**config.mk**
```make
export PLATFORM = sky130hd
export DESIGN_NAME = load_align_unit
export DESIGN_NICKNAME = d
export VERILOG_FILES = /design/src/rtl/load_align_unit.sv
export SDC_FILE = /design/constraint.sdc
export NUM_CORES = 1
export LEC_CHECK = 0
export ABC_AREA = 1
export BUFFER_PORTS_ARGS = -buffer_cell sky130_fd_sc_hd__buf_2
export CELL_PAD_IN_SITES_DETAIL_PLACEMENT = 0
export CELL_PAD_IN_SITES_GLOBAL_PLACEMENT = 1
export CORE_MARGIN = 8
export CORE_UTILIZATION = 43
export CTS_BUF_LIST = sky130_fd_sc_hd__clkbuf_16
export DETAILED_ROUTE_END_ITERATION = 10
export PLACE_DENSITY_LB_ADDON = 0.1
export SETUP_SLACK_MARGIN = 0.2
export SLEW_MARGIN = 20
export SYNTH_ARGS = -nofsm -noshare
export SYNTH_HDL_FRONTEND = slang
export SYNTH_SLANG_ARGS = --single-unit
```
**constraint.sdc**
```tcl
create_clock -name clk -period 3 [get_ports clk]
set_input_delay 0 -clock clk [delete_from_list [all_inputs] [get_ports clk]]
set_output_delay 0 -clock clk [all_outputs]
set_load 0.02 [all_outputs]
```
**src/rtl/load_align_unit.sv**
```systemverilog
// Multi-cycle load unit: issues one or two aligned reads,
// merges them, and extracts/extends the addressed field.
module load_align_unit #(
    parameter int DATA_W           = 32,
    parameter int ADDR_W           = 32,
    parameter bit ALLOW_MISALIGNED = 1'b1
) (
    input  logic              clk,
    input  logic              reset,
    input  logic              req_valid,
    output logic              req_ready,
    input  logic [ADDR_W-1:0] req_addr,
    input  logic [1:0]        req_size,
    input  logic              req_signed,
    output logic              mem_req_valid,
    input  logic              mem_req_ready,
    output logic [ADDR_W-1:0] mem_req_addr,
    input  logic              mem_rsp_valid,
    input  logic [DATA_W-1:0] mem_rdata,
    output logic              rsp_valid,
    input  logic              rsp_ready,
    output logic [DATA_W-1:0] rsp_data,
    output logic              rsp_err
);
    localparam int NB = DATA_W / 8;
    localparam int OW = $clog2(NB);

    typedef enum logic [2:0] {
        IDLE, REQ0, WAIT0, REQ1, WAIT1, RESP
    } state_t;

    state_t            state_q, state_d;
    logic [ADDR_W-1:0] addr_q, addr_d;
    logic [1:0]        size_q, size_d;
    logic              sgn_q, sgn_d;
    logic              cross_q, cross_d;
    logic [DATA_W-1:0] word0_q, word0_d;
    logic              mreq_v_q, mreq_v_d;
    logic [ADDR_W-1:0] mreq_a_q, mreq_a_d;
    logic              rsp_v_q, rsp_v_d;
    logic [DATA_W-1:0] rsp_d_q, rsp_d_d;
    logic              rsp_e_q, rsp_e_d;

    logic [3:0]        req_sb;
    logic [OW-1:0]     req_off;
    logic [ADDR_W-1:0] req_base;
    logic [ADDR_W-1:0] base;
    logic              req_mis;
    logic              req_bad;
    logic              req_cross;

    logic [DATA_W-1:0]   asm_hi;
    logic [DATA_W-1:0]   asm_lo;
    logic [2*DATA_W-1:0] cat;
    logic [DATA_W-1:0]   shifted;
    logic [DATA_W-1:0]   mask;
    logic [DATA_W-1:0]   fill;
    logic                top;
    logic [DATA_W-1:0]   result;

    assign req_sb   = 4'd1 << req_size;
    assign req_off  = req_addr[OW-1:0];
    assign req_base = {req_addr[ADDR_W-1:OW], {OW{1'b0}}};
    assign base     = {addr_q[ADDR_W-1:OW], {OW{1'b0}}};
    assign req_mis  = |({1'b0, req_addr[2:0]} & (req_sb - 4'd1));
    assign req_bad  = (DATA_W == 32 && req_size == 2'b11)
                   || (!ALLOW_MISALIGNED && req_mis);
    assign req_cross = ({{(5-OW){1'b0}}, req_off} + {1'b0, req_sb})
                     > 5'(NB);

    // Merge the fetched words, align the field to bit 0 and extend it
    always_comb begin
        asm_hi = '0;
        asm_lo = mem_rdata;
        if (state_q == WAIT1) begin
            asm_hi = mem_rdata;
            asm_lo = word0_q;
        end
        cat     = {asm_hi, asm_lo};
        shifted = DATA_W'(cat >> {addr_q[OW-1:0], 3'b000});
        mask    = '0;
        for (int i = 0; i < NB; i++) begin
            if (i < (1 << size_q)) mask[i*8 +: 8] = 8'hFF;
        end
        case (size_q)
            2'b00:   top = shifted[7];
            2'b01:   top = shifted[15];
            2'b10:   top = shifted[31];
            default: top = shifted[DATA_W-1];
        endcase
        fill   = {DATA_W{sgn_q & top}};
        result = (shifted & mask) | (fill & ~mask);
    end

    // Next-state and registered-output computation for the load FSM
    always_comb begin
        state_d  = state_q;
        addr_d   = addr_q;
        size_d   = size_q;
        sgn_d    = sgn_q;
        cross_d  = cross_q;
        word0_d  = word0_q;
        mreq_v_d = mreq_v_q;
        mreq_a_d = mreq_a_q;
        rsp_v_d  = rsp_v_q;
        rsp_d_d  = rsp_d_q;
        rsp_e_d  = rsp_e_q;
        unique case (state_q)
            IDLE: begin
                if (req_valid) begin
                    addr_d  = req_addr;
                    size_d  = req_size;
                    sgn_d   = req_signed;
                    cross_d = req_cross;
                    if (req_bad) begin
                        state_d = RESP;
                        rsp_v_d = 1'b1;
                        rsp_e_d = 1'b1;
                        rsp_d_d = '0;
                    end else begin
                        state_d  = REQ0;
                        mreq_v_d = 1'b1;
                        mreq_a_d = req_base;
                    end
                end
            end
            REQ0: begin
                if (mem_req_ready) begin
                    mreq_v_d = 1'b0;
                    state_d  = WAIT0;
                end
            end
            WAIT0: begin
                if (mem_rsp_valid) begin
                    word0_d = mem_rdata;
                    if (cross_q) begin
                        state_d  = REQ1;
                        mreq_v_d = 1'b1;
                        mreq_a_d = base + ADDR_W'(NB);
                    end else begin
                        state_d = RESP;
                        rsp_v_d = 1'b1;
                        rsp_e_d = 1'b0;
                        rsp_d_d = result;
                    end
                end
            end
            REQ1: begin
                if (mem_req_ready) begin
                    mreq_v_d = 1'b0;
                    state_d  = WAIT1;
                end
            end
            WAIT1: begin
                if (mem_rsp_valid) begin
                    state_d = RESP;
                    rsp_v_d = 1'b1;
                    rsp_e_d = 1'b0;
                    rsp_d_d = result;
                end
            end
            RESP: begin
                if (rsp_ready) begin
                    rsp_v_d = 1'b0;
                    state_d = IDLE;
                end
            end
            default: state_d = IDLE;
        endcase
    end

    // State and captured-request registers with async clear
    always_ff @(posedge clk or negedge reset) begin
        if (!reset) begin
            state_q  <= IDLE;
            addr_q   <= '0;
            size_q   <= '0;
            sgn_q    <= 1'b0;
            cross_q  <= 1'b0;
            word0_q  <= '0;
            mreq_v_q <= 1'b0;
            mreq_a_q <= '0;
            rsp_v_q  <= 1'b0;
            rsp_d_q  <= '0;
            rsp_e_q  <= 1'b0;
        end else begin
            state_q  <= state_d;
            addr_q   <= addr_d;
            size_q   <= size_d;
            sgn_q    <= sgn_d;
            cross_q  <= cross_d;
            word0_q  <= word0_d;
            mreq_v_q <= mreq_v_d;
            mreq_a_q <= mreq_a_d;
            rsp_v_q  <= rsp_v_d;
            rsp_d_q  <= rsp_d_d;
            rsp_e_q  <= rsp_e_d;
        end
    end

    assign req_ready     = reset & (state_q == IDLE);
    assign mem_req_valid = mreq_v_q;
    assign mem_req_addr  = mreq_a_q;
    assign rsp_valid     = rsp_v_q;
    assign rsp_data      = rsp_d_q;
    assign rsp_err       = rsp_e_q;

endmodule
```
==> summary.md, run 1 <==
| Metric | Value |
|---|---|
| Status | finished clean |
| Required @ worst endpoint | 3.35 ns |
| Die Y | 149.9 µm |
| Leakage | 0.004966 µW |
| Final min period | 2.409 ns |
| Final setup viols | 0 |
| Cell area after layout | 9834 µm² |
| XOR/XNOR Fraction of Synth Area | 0.6814% |
| Worst-Margin Slew | 0.8007 ns |
| Resize count post-CTS | 0 |
| Share of layout cells above drive strength 1 | 16.42% |
| Depth of the CTS H-tree | 4 |
| Vias in the first global route | 7492 |
| GRT Util Overall | 23.41% |
| Syn Inst Count | 1080 |
| CTS Buffer Depth | 2 |
| Startpoint class of the critical path | register |
| CP arrival | 2.76 ns |
| Final Max Tran Viols | 0 |
| Avg Cell Area, Syn | 7.141 µm² |
| Post-synthesis mux area share | 0.4380% |
| PnR worst setup slack | 0.5907 ns |
| Die width | 149.9 µm |
| Largest family of logic cells by synthesized area | simple AND/OR/NAND/NOR gates |
| DRT antenna net count | 0 |
| Post-synth cell types | 41 |
| CTS tree | yes |
| Worst Hold Class | input port to register |
| I/O pin total | 141 |
| Die Area | 22480 µm² |
| Detailed placer's ending HPWL | 18270 µm |
| ANT cells | 0 |
| Simple-gate share of the synthesized area | 29.64% |
| Post-Route WL | 25710 µm |
| Post-synthesis sequential area ratio | 44.13% |
| Via Count | 7858 |
| Post-synth EDFFs | 0 |
| Asr flop ratio synth | 100.0% |
| Final GP Congestion | 0.9104 |
| Most frequent cells in the layout | nand2_1 (359), buf_2 (137), dfrtp_1 (136) |
| PwrDens | 1026 nW/µm² |
| Final Hold Vio Count | 0 |
| First-pass GRT wire length | 41130 µm |
| CP endpoint kind | register |
| Mapped cell area | 7712 µm² |
| Initial antenna violation count | 0 |
| Peak supply drop | 0.7131 mV |
| Final setup TNS | 0 ns |
| Post-synthesis compound-gate area fraction | 16.45% |
| Place WS | 0.5781 ns |
| Gr ovfl total | 0 |
| Worst relative slew slack | 46.56% |
| DP Area | 8578 µm² |
| #FFs+latches synth | 136 |
| Top_reg_cell synth | dfrtp_1 |
| CTS clock-pin slew for the worst setup and hold paths | 0.06 ns |
| Post-CTS Setup Repair Bufs | 0 |
| Pin count of the biggest net entering global routing | 66 |
| Clk root buf | clkbuf_16 |
| Yosys synthesis warning count | 0 |
| Initial Util | 43.38% |
| Synth Area in Adders | 0.7463% |
| Hold Buf Count CTS | 70 |
| Max-cap violations | 0 |
| Post-layout net count | 1343 |
| Area Growth Syn to Fin | 27.51% |
| RSZ-0062 raised after global routing | no |
| # DRC | 0 |
| Worst Setup Path Type | register to register |
| CTS Sinks | 136 |
| CTS Buf Count | 17 |
| Worst-Skew Late Latency | 0.43 ns |
| Drt pass-1 iters | 5 |
| PortBufs | 138 |
| Drt wl/cell | 17.05 µm |
| Achievable frequency | 415.1 MHz |
| Worst clock skew | 0.01079 ns |
| Vias per cell | 5.211 |
| Row cnt | 49 |
| Critical Path Fanout Max | 17 |
| Final period util | 80.31% |
| CORE AREA | 17780 µm² |
| Commonest non-fill, non-tap cell in the layout | nand2_1 |
| Detailed Route Iter0 Violations | 745 |
[area by class of cell]
class / instances / area [µm²]
fill: 1792 / 7945
sequential: 136 / 3403
timing repair buffer: 224 / 1530
inverter: 89 / 336.6
multi-input combinational: 798 / 3722
tap: 229 / 286.5
clock buffer: 17 / 425.4
clock inverter: 15 / 130.1
[cell families (layout without fill, tap and decap cells)]
family | after synthesis | after routing
buf+inv | 147 | 345
fa+ha+maj | 4 | 4
flops | 136 | 136
other cells | 1 | 2
mux | 3 | 3
simple gates | 549 | 549
compound gates | 234 | 234
xor+xnor | 6 | 6
[critical path, cell delays in order (launching register included)]
cell,delay [ns]
dfrtp_1,0.63
nor2_1,0.14
nand2_2,0.24
buf_4,0.26
nand2_2,0.11
a21oi_2,0.22
nand3_2,0.11
inv_2,0.08
nand2_4,0.14
inv_4,0.20
nand2_1,0.07
o21ai_1,0.12
[report_power, final]
part	switching, µW	leakage, µW	internal [µW]
Sequential	639	0.00170	2660
Clock	855	0.000269	1140
Combinational	3290	0.00300	1510
[cells in the mapped netlist, drive strengths merged, types with 2 or more instances]
master | number | area share, %
a21oi | 50 | 3.3
a31oi | 5 | 0.41
buf | 25 | 1.9
clkbuf | 33 | 1.6
clkinv | 2 | 0.097
dfrtp | 136 | 44
ha | 3 | 0.49
inv | 87 | 4.3
mux2 | 3 | 0.44
nand2 | 366 | 18
nand3 | 85 | 5.6
nand3b | 4 | 0.39
nand4 | 7 | 0.57
nor2 | 71 | 3.8
nor3 | 11 | 0.78
o211ai | 30 | 2.9
o21ai | 143 | 9.3
o22ai | 4 | 0.32
or2 | 2 | 0.16
xor2 | 5 | 0.57
[path summary, 6_finish.rpt]
path | slack [ns] | depth (start not counted) | endpoint | start
min in group asynchronous | 0.06 | 2 | mem_req_addr[19]$_DFFE_PN0P_ | reset
max reg2reg | 0.59 | 11 | rsp_data[2]$_DFFE_PN0P_ | state_q[2]$_DFFE_PN0P_
min | 0.04 | 5 | state_q[0]$_DFFE_PN0P_ | req_valid
min reg2reg | 0.47 | 2 | rsp_data[12]$_DFFE_PN0P_ | rsp_data[12]$_DFFE_PN0P_
max in group asynchronous | 2.16 | 3 | rsp_data[10]$_DFFE_PN0P_ | reset
max | 0.59 | 11 | rsp_data[2]$_DFFE_PN0P_ | state_q[2]$_DFFE_PN0P_
[routing by layer]
metal / part of all wire [%] / global-route usage, % / vias up
met5: 0 / 0 / -
met1: 52 / 37.28 / 3659
li1: - / - / 3908
met4: 1.0 / 5.597 / 0
met2: 39 / 30.09 / 272
met3: 7.9 / 5.987 / 19
[stage by stage]
stage	total power, µW	hold WS (ns)	cells	util, %
6_report	10090	0.03774	1508	55.31
5_1_grt	10890	0.08006	1508	55.31
4_1_cts	10110	0.03320	1508	55.31
3_5_place_dp	8007	-0.04457	1406	48.25
3_3_place_gp	7990	-0.03979	1406	48.25
2_1_floorplan	6479	-0.2956	1081	-
[sequential cells by signal (all words and copies together) (netlist names)]
register,cells
cross_q,1
state_q,3
addr_q,32
sgn_q,1
rsp_data,32
mem_req_addr,30
rsp_valid,1
word0_q,32
size_q,2
rsp_err,1
mem_req_valid,1
Note: power is estimated with default switching activity, not from simulation.
==> run 2: changes to the inputs <==
Settings changed: CORE_UTILIZATION 43 to 40.
Clock period 3 ns to 2.35 ns, I/O delays scaled along.
==> run 2 against run 1 <==
  * Hold slack got worse by 0.0027 ns
  * Global-route usage fell by 1.0 points
  * Clock skew fell by 0.0027 ns
  * Critical path depth fell by 2
  * Final area rose by 2.5%
  * Total power rose by 35%
  * Largest cell class unchanged
==> summary.md, run 2 (synthesis gave the netlist of run 1 again) <==
| Metric | Value |
|---|---|
| Max-cap violations | 0 |
| Worst Hold Slack | 0.03505 ns |
| Die Area | 23980 µm² |
| Worst-Skew Late Latency | 0.42 ns |
| Status | finished clean |
| Row cnt | 50 |
| NetSw | 6207 µW |
| CTS Buffer Depth | 2 |
| First-pass GRT wire length | 42630 µm |
| Required @ worst endpoint | 2.65 ns |
| Final period util | 85.98% |
| Via Count | 7809 |
| Worst Setup Path Type | register to register |
| Worst relative slew slack | 54.27% |
| Commonest non-fill, non-tap cell in the layout | nand2_1 |
| Share of layout cells above drive strength 1 | 17.04% |
| Area Growth Syn to Fin | 30.76% |
| Post-layout net count | 1350 |
| DRT antenna net count | 0 |
| CORE AREA | 18830 µm² |
| Peak supply drop | 0.5960 mV |
| Final setup viols | 0 |
| Die width | 154.9 µm |
| Depth of the CTS H-tree | 4 |
| Achievable frequency | 494.9 MHz |
| RSZ-0062 raised after global routing | no |
| Combinational power share | 47.3% |
| Most frequent cells in the layout | nand2_1 (359), buf_2 (137), dfrtp_1 (135) |
| CTS tree | yes |
| Worst Hold Launch | req_valid |
| Leakage | 0.005059 µW |
| Worst clock skew | 0.008090 ns |
| Final Max Tran Viols | 0 |
| Vias in the first global route | 7555 |
| # DRC | 0 |
| CTS clock-pin slew for the worst setup and hold paths | 0.06 ns |
| Worst Hold Class | input port to register |
| Critical Path Fanout Max | 29 |
| Vias per cell | 5.051 |
| GRT Util Overall | 22.42% |
| Final Hold Vio Count | 0 |
| Place WS | 0.2597 ns |
| Pin count of the biggest net entering global routing | 96 |
| Drt pass-1 iters | 5 |
| Final setup TNS | 0 ns |
| Final min period | 2.020 ns |
| Initial Util | 40.96% |
| Startpoint class of the critical path | register |
| CTS Buf Count | 17 |
| Post-Route WL | 26450 µm |
| Gr ovfl total | 0 |
| Cell internal pwr | 7415 µW |
| R2r setup slk | 0.33 ns |
| Clk root buf | clkbuf_16 |
| Final GP Congestion | 0.8978 |
| PwrDens | 1351 nW/µm² |
| Setup crit start | state_q[0]$_DFFE_PN0P_ |
| Initial antenna violation count | 1 |
| Hold Crit Depth | 5 |
| R2r startpoint | state_q[0]$_DFFE_PN0P_ |
| PortBufs | 138 |
| CP endpoint kind | register |
| CP arrival | 2.32 ns |
| Post-CTS Setup Repair Bufs | 0 |
| R2R cell count | 9 |
| Die Y | 154.9 µm |
| Fill cells | 1841 |
| Worst-Margin Slew | 0.6852 ns |
| Detailed Route Iter0 Violations | 715 |
| CTS Sinks | 136 |
| Clock power share | 22.2% |
| PnR worst setup slack | 0.3296 ns |
| Reg power frac | 30.5% |
| Drt wl/cell | 17.11 µm |
| Switching Share | 45.57% |
| Final Power | 13620 µW |
| I/O pin total | 141 |
| Detailed placer's ending HPWL | 18960 µm |
-- run 2: changes by cell type in the layout (fill, tap and decap cells not counted), moves of 2 or more --
cell / delta
bufinv_16: +5
buf_4: +4
clkinv_2: -3
clkinvlp_4: -3
buf_12: +2
clkinv_1: +2
nand3_1: -2
nand3_2: +2
-- run 2: power groups by stage --
stage               sequential (µW)  combinational, µW  clock (µW)
floorplan                      4540               3730           0
global placement               4170               6200           0
detailed placement             4170               6210           0
CTS                            4140               6330        3080
global route                   4300               7180        3170
finish                         4160               6440        3020
-- run 2: routing by layer --
layer / GRT usage [%] / vias up / wire length (µm)
met5: 0 / - / 0
met4: 6.160 / 0 / 344
met3: 4.931 / 26 / 1823
met2: 29.91 / 279 / 10340
met1: 34.92 / 3583 / 13940
li1: - / 3921 / -
-- run 2: cell type report --
cell class	instances	area, µm²	share of cell area (%)
Inverter	89	336.6	3.337
Antenna cell	1	2.502	0.02481
Sequential cell	136	3405	33.76
Timing Repair Buffer	230	1600	15.87
Tap cell	260	325.3	3.226
Multi-Input combinational cell	799	3760	37.28
Clock inverter	14	230.2	2.283
Clock buffer	17	425.4	4.218
-- run 2: final timing paths --
path | end
max | rsp_data[13]$_DFFE_PN0P_
min in group asynchronous | mem_req_addr[20]$_DFFE_PN0P_
max in group asynchronous | rsp_data[19]$_DFFE_PN0P_
min reg2reg | rsp_data[10]$_DFFE_PN0P_
min | state_q[0]$_DFFE_PN0P_
max reg2reg | rsp_data[13]$_DFFE_PN0P_
-- run 2: critical path, stage by stage (launching register included) --
cell and delay, ns:
dfrtp_1 0.46, nor2_8 0.22, nand2_8 0.17, buf_12 0.21, o21ai_1 0.31, nand2_1 0.12
nand3_1 0.09, nand3_1 0.11, nand3_1 0.14, nand2_1 0.06
-- run 2: repair_timing --
action / 4_1_cts / 5_1_grt
hold buffers: 70 / 0
gates resized for setup: 0 / 8
endpoints found under the setup margin: 0 / 31
endpoints found under the hold margin: 143 / 0
-- run 2: stage by stage --
step	instances	cell area [µm²]	util (%)
final	1546	10080	53.55
after global routing	1546	10080	53.55
after detailed placement	1443	8687	46.13
after floorplan	1081	7716	-
after CTS	1544	10040	53.34
after global placement	1443	8687	46.13
==> run 3: changes to the inputs <==
Settings changed: ABC_AREA 1 to unset, CORE_UTILIZATION 40 to 44.
==> run 3 against run 2 <==
  * Clock power rose by 2%
  * Synthesized cell count fell by 31%
  * Critical endpoint is now rsp_data[27]$_DFFE_PN0P_
  * Via count shrank 12%
  * Clock skew is 0.0022 ns higher
  * Sequential power is 8.2% higher
  * Count of clock-buffer cells in the layout unchanged
  * Utilization grew 6.8 points
  * Register-to-register slack got worse by 0.08 ns
  * Largest cell class unchanged
  * Die area decreased by 7.3%
  * Total power is 0.43% higher
  * Combinational power down 5.3%
  * Sequential share of layout area decreased by 1.1 points
==> summary.md, run 3 <==
| Metric | Value |
|---|---|
| Share of layout cells above drive strength 1 | 34.91% |
| Worst clock skew | 0.01030 ns |
| Worst-Margin Slew | 0.5224 ns |
| CP Cell Sequence | nor3b_4, buf_12, mux2_2, a311oi_2, o211ai_1, buf_4, o21ai_0 |
| Initial antenna violation count | 0 |
| Depth of the CTS H-tree | 4 |
| Detailed placer's ending HPWL | 16220 µm |
| Worst relative slew slack | 65.18% |
| Area contributors post-synth | dfrtp_1 (44%), mux2_2 (12%), mux2i_1 (5.4%) |
| Status | finished clean |
| Detailed Route Iter0 Violations | 399 |
| Achievable frequency | 477.2 MHz |
| Final Max Tran Viols | 0 |
| #FFs+latches synth | 136 |
| CP endpoint kind | register |
| Post-synth cell types | 60 |
| Syn Inst Count | 747 |
| Startpoint class of the critical path | register |
| Peak supply drop | 0.7967 mV |
| Vias in the first global route | 6965 |
| First-pass GRT wire length | 37260 µm |
| Die width | 149.1 µm |
| Worst Hold Class | input port to register |
| Avg Cell Area, Syn | 10.43 µm² |
| Final setup TNS | 0 ns |
| Worst path depth | 7 |
| Synth area leader | dfrtp_1 |
| CORE AREA | 17300 µm² |
| Die Area | 22220 µm² |
| Final period util | 89.17% |
| Initial Util | 45.04% |
| Synth top area share | 43.69% |
| Final setup viols | 0 |
| Most frequent cells in the layout | buf_2 (137), dfrtp_1 (132), mux2_2 (81) |
| Post-Route WL | 23550 µm |
| RSZ-0062 raised after global routing | yes |
| DRT antenna net count | 0 |
| Post-synthesis sequential area ratio | 43.69% |
| Critical Path Fanout Max | 16 |
| Worst Setup Path Type | register to register |
| Cell with the most instances after synthesis | dfrtp_1 |
| Leakage | 0.004615 µW |
| # DRC | 0 |
| Synth cell count leaders | dfrtp_1 (136), mux2_2 (81), nand2_1 (59) |
| CTS Buffer Depth | 2 |
| CTS tree | yes |
| Worst Path Buf+Inv | 2 |
| CP arrival | 2.42 ns |
| Required @ worst endpoint | 2.68 ns |
| Worst-Skew Late Latency | 0.43 ns |
| R2R cell count | 7 |
| Gr ovfl total | 0 |
| Final GP Congestion | 0.8463 |
| Max-cap violations | 0 |
| Post-layout net count | 1039 |
| Final core area utilization | 60.40% |
| Post-synth EDFFs | 0 |
| Die Y | 149.1 µm |
| Asr flop ratio synth | 100.0% |
| PwrDens | 1309 nW/µm² |
| Final min period | 2.095 ns |
| Mapped cell area | 7790 µm² |
| ANT cells | 0 |
| PortBufs | 138 |
| CTS Buf Count | 17 |
| CP top delay family | compound AO/OA/AOI/OAI gates |
| Hold Crit Depth | 3 |
| Top_reg_cell synth | dfrtp_1 |
| Yosys synthesis warning count | 0 |
| Drt wl/cell | 19.64 µm |
| Pin count of the biggest net entering global routing | 75 |
| Final Hold Vio Count | 0 |
| GRT Util Overall | 21.26% |
| Via Count | 6845 |
| Clk root buf | clkbuf_16 |
| Area Growth Syn to Fin | 34.11% |
| Row cnt | 48 |
| CTS clock-pin slew for the worst setup and hold paths | 0.06 ns |
| Crit-path slowest cell | dfrtp_2 |
| Commonest non-fill, non-tap cell in the layout | buf_2 |
| Drt pass-1 iters | 6 |
| CTS Sinks | 136 |
| Vias per cell | 5.709 |
| I/O pin total | 141 |
| Largest stage delay, worst path | 0.44 ns |
run 3: cell count changes in the layout (fill, tap and decap cells not counted), sizes merged, moves of 8 or more:
cell and delta:
nand2 -308, nor2 -33, xor2 +18, o211ai -24, buf +23, mux4 +13, mux2i +42, a221oi +16
a211oi +8, nand3 -60, inv -72, o21ai -90, mux2 +78
run 3: layout make-up:
cell class                 count  area (µm²)
fill                        1427        6849
multi-input combinational    537        4113
sequential                   136        3408
timing repair buffer         255        1918
clock buffer                  17       425.4
tap                          225       281.5
clock inverter                14       245.2
inverter                      15       56.30
run 3: report_power, final:
group          leakage [µW]  total (µW)  switching, µW  internal (µW)
sequential          0.00166        4500           1020           3490
clock              0.000324        3080           1080           2000
combinational       0.00263        6100           3280           2820
run 3: cell families (layout without fill, tap and decap cells):
family	count (synthesis)	after routing	share of synthesized area [%]
AO/OA/AOI/OAI	176	176	14.58
adder cells (fa/ha/maj)	4	4	0.7389
XOR/XNOR	27	27	3.036
multiplexers	136	136	20.86
other	1	2	0.04814
buffers and inverters	75	301	4.770
AND/OR/NAND/NOR	192	192	12.27
flip-flops	136	136	43.69
run 3: worst paths after layout:
kind / startpoint / end / slack (ns)
worst max-delay path: state_q[1]$_DFFE_PN0P_ / rsp_data[27]$_DFFE_PN0P_ / 0.25
worst min-delay path: mem_rsp_valid / state_q[2]$_DFFE_PN0P_ / 0.02
worst max register to register: state_q[1]$_DFFE_PN0P_ / rsp_data[27]$_DFFE_PN0P_ / 0.25
worst min register to register: mem_req_addr[7]$_DFFE_PN0P_ / mem_req_addr[7]$_DFFE_PN0P_ / 0.47
max in group asynchronous: reset / state_q[1]$_DFFE_PN0P_ / 1.52
min in group asynchronous: reset / rsp_data[11]$_DFFE_PN0P_ / 0.03
run 3: per-stage QoR:
stage / setup slack, ns / cells / cell area (µm²) / power (µW) / hold slack, ns
2_1_floorplan: 0.2976 / 748 / 7794 / 8391 / -0.2956
3_3_place_gp: 0.2539 / 1087 / 8850 / 10210 / -0.08498
3_5_place_dp: 0.1700 / 1087 / 8850 / 10350 / -0.08118
4_1_cts: 0.2045 / 1192 / 10280 / 13620 / 0.006062
5_1_grt: 0.1825 / 1199 / 10450 / 14490 / 0.02253
6_report: 0.2546 / 1199 / 10450 / 13680 / 0.01697
run 3: timing repair:
action / 4_1_cts / 5_1_grt
gates cloned: 0 / 2
hold buffers: 70 / 0
pin swaps: 2 / 3
hold endpoints to repair: 240 / 0
gates resized for setup: 4 / 16
endpoints found under the setup margin: 8 / 30
buffers inserted: 4 / 5
run 3: worst reg2reg max path, cell delays in order, from the launching register on:
cell      delay (ns)
dfrtp_2         0.44
nor3b_4         0.24
buf_12          0.15
mux2_2          0.34
a311oi_2        0.30
o211ai_1        0.13
buf_4           0.21
o21ai_0         0.20
run 3: metal layers:
metal / global-route usage (%) / up-vias / routed length [µm]
met4: 7.168 / 0 / 427
met3: 4.794 / 38 / 1283
li1: - / 3186 / -
met5: 0 / - / 0
met2: 36.74 / 192 / 11920
met1: 25.64 / 3429 / 9922
